File: src/rtl/rca_8_pkg.sv
// Shared arithmetic constants for the ripple-carry adder slice.
package rca_8_pkg;

  // Operand width of the adder; only 8 is supported.
  localparam int unsigned RCA_WIDTH = 8;

endpackage

File: src/rtl/rca_8_full_adder.sv
// full_adder: one-bit full adder cell, purely combinational.
// Ports:
//   a, b  - operand bits
//   ci    - carry in
//   s     - sum bit
//   co    - carry out (majority of a, b, ci)
module full_adder (
  input  logic a,
  input  logic b,
  input  logic ci,
  output logic s,
  output logic co
);

  assign s  = a ^ b ^ ci;
  assign co = (a & b) | (a & ci) | (b & ci);

endmodule

File: src/rtl/rca_8.sv
// rca_8: 8-bit ripple-carry adder with a registered copy of the result.
// Ports:
//   clk    - system clock, rising edge active
//   rst    - synchronous active-high reset, clears sum_q/cout_q only
//   A, B   - unsigned operands
//   cin    - carry into bit 0
//   sum    - combinational (A + B + cin) mod 2^WIDTH
//   cout   - combinational carry out of the MSB
//   sum_q  - sum registered on clk
//   cout_q - cout registered on clk
module rca_8
  import rca_8_pkg::*;
#(
  parameter int unsigned WIDTH = RCA_WIDTH
) (
  input  logic             clk,
  input  logic             rst,
  input  logic [WIDTH-1:0] A,
  input  logic [WIDTH-1:0] B,
  input  logic             cin,
  output logic [WIDTH-1:0] sum,
  output logic             cout,
  output logic [WIDTH-1:0] sum_q,
  output logic             cout_q
);

  // Carry chain: c[0] is the carry in, c[WIDTH] the carry out.
  logic [WIDTH:0] c;

  assign c[0] = cin;

  // Strict LSB-to-MSB ripple through one full adder per bit.
  for (genvar i = 0; i < WIDTH; i++) begin : g_bit
    full_adder u_fa (
      .a  (A[i]),
      .b  (B[i]),
      .ci (c[i]),
      .s  (sum[i]),
      .co (c[i+1])
    );
  end

  assign cout = c[WIDTH];

  // Output registers; reset clears only the registered copy.
  always_ff @(posedge clk) begin
    if (rst) begin
      sum_q  <= '0;
      cout_q <= 1'b0;
    end else begin
      sum_q  <= sum;
      cout_q <= cout;
    end
  end

endmodule

File: config.mk
export PLATFORM = sky130hd
export DESIGN_NAME = rca_8
export DESIGN_NICKNAME = d
export VERILOG_FILES = /design/src/rtl/rca_8_pkg.sv /design/src/rtl/rca_8_full_adder.sv /design/src/rtl/rca_8.sv
export SDC_FILE = /design/constraint.sdc
export NUM_CORES = 1
export LEC_CHECK = 0
export BUFFER_PORTS_ARGS = -buffer_cell sky130_fd_sc_hd__clkbuf_2
export CAP_MARGIN = 10
export CORE_AREA = 2 2 39 41
export DETAILED_ROUTE_END_ITERATION = 10
export DIE_AREA = 0 0 41 43
export GPL_ROUTABILITY_DRIVEN = 0
export PLACE_DENSITY = 0.74
export SLEW_MARGIN = 20
export SYNTH_ARGS = -nofsm -noshare
export SYNTH_HDL_FRONTEND = slang
export SYNTH_SLANG_ARGS = --single-unit
File: constraint.sdc
create_clock -name clk -period 10.59 [get_ports clk]
set_clock_uncertainty 0.1 [all_clocks]
set_input_delay 2.118 -clock clk [delete_from_list [all_inputs] [get_ports clk]]
set_output_delay 2.118 -clock clk [all_outputs]
set_load 0.05 [all_outputs]
==> results.toml <==
[logic_synthesis]
synth_area_per_cell_um2 = 11.1
synth_commonest_cells = "10 x inv_1, 9 x dfxtp_1, 8 x buf_4, 8 x fa_1, 6 x nor2b_1"
synth_most_common_cell = "inv_1"
yosysWarnings = 0
netlist_area_um2 = 487
synth_cell_types = 6
ys_ff_latch = 9
synth_edf_count = 0
synth_area_leader_cell = "dfxtp_1"
synthCells = 44
synthArstFlopShare = 0
synth_nets = 71
synth_top_cell_area_share = 0.370
synth.area.top_cells = "dfxtp_1 37%, fa_1 33%, buf_4 12%"
synthFlopType = "dfxtp_1"
synth_seq_area_share = 0.370

[pwr]
powerDensity_mw_per_mm2 = 196
p_total_mw = 0.128
p_leak_nw = 0.372
ir_drop_uv = 50.8

[routing]
route.detailed.wl_per_inst_um = 8.93
drc = 0
routed_wl_um = 822
first_pass_iters = 3
drtIter0Drc = 2
ant_nets = 0
via_per_inst = 3.87
via_count = 356

[sta]
setup_viol = 0
period_minus_slack_ns = 7.83
maxSlewViolCount = 0
grt_setup_unrepaired = "no"
post-route-period-util = 0.739
tightest_slew_ns = 0.281
finalSetupTns_ns = 0
final_hold_viol_count = 0
slew_headroom = 0.813
fmax_mhz = 128

[cells_and_area]
instances_no_fill = 92
syn_to_final_growth_pct = 34.2
final_layout_size_suffix_gt1_frac = 0.513
diodes = 0
fin_nets = 104

[worst_setup_path]
cp-end-kind = "output port"
path_class = "input pin to output port"
start_kind = "input pin"
cp_max_fo = 2
cp.arrival_ns = 5.61
crit_required_ns = 8.37

[global_route]
grt_first_pass_wirelength_um = 1260
grt_overflow = 0
grt_max_degree = 10
grt_pass1_vias = 325
antenna_found_initial = 0
grtUsageTotal = 0.114

[floorplan]
core_mm2 = 0.00138
num_rows = 14
die_w_um = 41
fp.dieH_um = 43
pin_count = 37
initial_core_util = 0.352
die_area_mm2 = 0.00176

[placement]
port_buffers = 36
placedCellCount = 88
dp_hpwl_um = 750

[clock_tree]
cts_sinks = 9
cts_setup_buffers = 0
clockBufferDepth = 2
root_buffer = "clkbuf_4"
cts_buffers = 3
ctsHtreeMaxLevel = 1
path_clk_slew_ns = 0.05
cts-resized-gates = 0
postCtsHoldBufs = 0
cts_tree = "yes"

[job]
maxCapViolCount = 0

[hold_path]
hold_path_class = "input pin to flip-flop"

[run_status]
status = "completed"
## critical path: stages
cell      delay (ns)
clkbuf_2        0.08
inv_1           0.07
fa_1            0.16
inv_1           0.05
fa_1            0.38
fa_1            0.40
fa_1            0.40
fa_1            0.39
fa_1            0.39
fa_1            0.36
inv_1           0.08
fa_1            0.42
inv_1           0.06
clkbuf_2        0.26
## registers in the layout, summed over array words and instances (netlist names)
name,count
sum_q,8
cout_q,1
## cell families (layout without fill, tap and decap cells)
kind of cell / count (synthesis) / count (layout) / share of synthesized area
fa+ha+maj: 8 / 8 / 0.329
buf+inv: 18 / 50 / 0.201
flops: 9 / 9 / 0.370
simple gates: 9 / 9 / 0.100
## routing by layer
layer	vias to the layer above	global-route usage	share of wire	routed length, µm
li1	178	-	-	-
met1	156	0.104	0.32	261
met2	18	0.184	0.51	417
met5	-	0	0	0
met4	0	0.140	0.054	44
met3	4	0.00524	0.12	99
## layout make-up
class                      count  area, µm²
clock buffer                   4       26.3
fill                         127        731
inverter                      10       37.5
multi-input combinational     17        209
sequential                     9        180
tap                           16       20.0
timing repair buffer          36        180
## power breakdown
part	internal [mW]	switching, mW	leakage [nW]	total (mW)
Sequential	0.0380	0.000859	0.0750	0.0389
Clock	0.0144	0.0106	0.0150	0.0250
Combinational	0.0153	0.0488	0.282	0.0642
## final timing paths
path,from,endpoint,cells past startpoint,slack (ns)
worst min-delay path,rst,sum_q[0]$_SDFF_PP0_,2,2.05
worst max-delay path,A[0],sum[7],14,2.76
## layout by cell type (no fill, tap or decap)
master and n:
nor2b_1 6, nor2_1 3, clkbuf_4 3, fa_1 8
inv_1 10, clkbuf_2 36, dfxtp_1 9, clkbuf_1 1
## through the flow
step | instance area, µm² | setup WS (ns) | hold WS, ns | util
2_1_floorplan | 487 | 3.03 | 2.08 | -
3_3_place_gp | 627 | 2.77 | 2.31 | 0.453
3_5_place_dp | 627 | 2.76 | 2.31 | 0.453
4_1_cts | 653 | 2.75 | 2.04 | 0.472
5_1_grt | 653 | 2.59 | 2.05 | 0.472
6_report | 653 | 2.76 | 2.05 | 0.472
(Power assumes the default switching activity.)
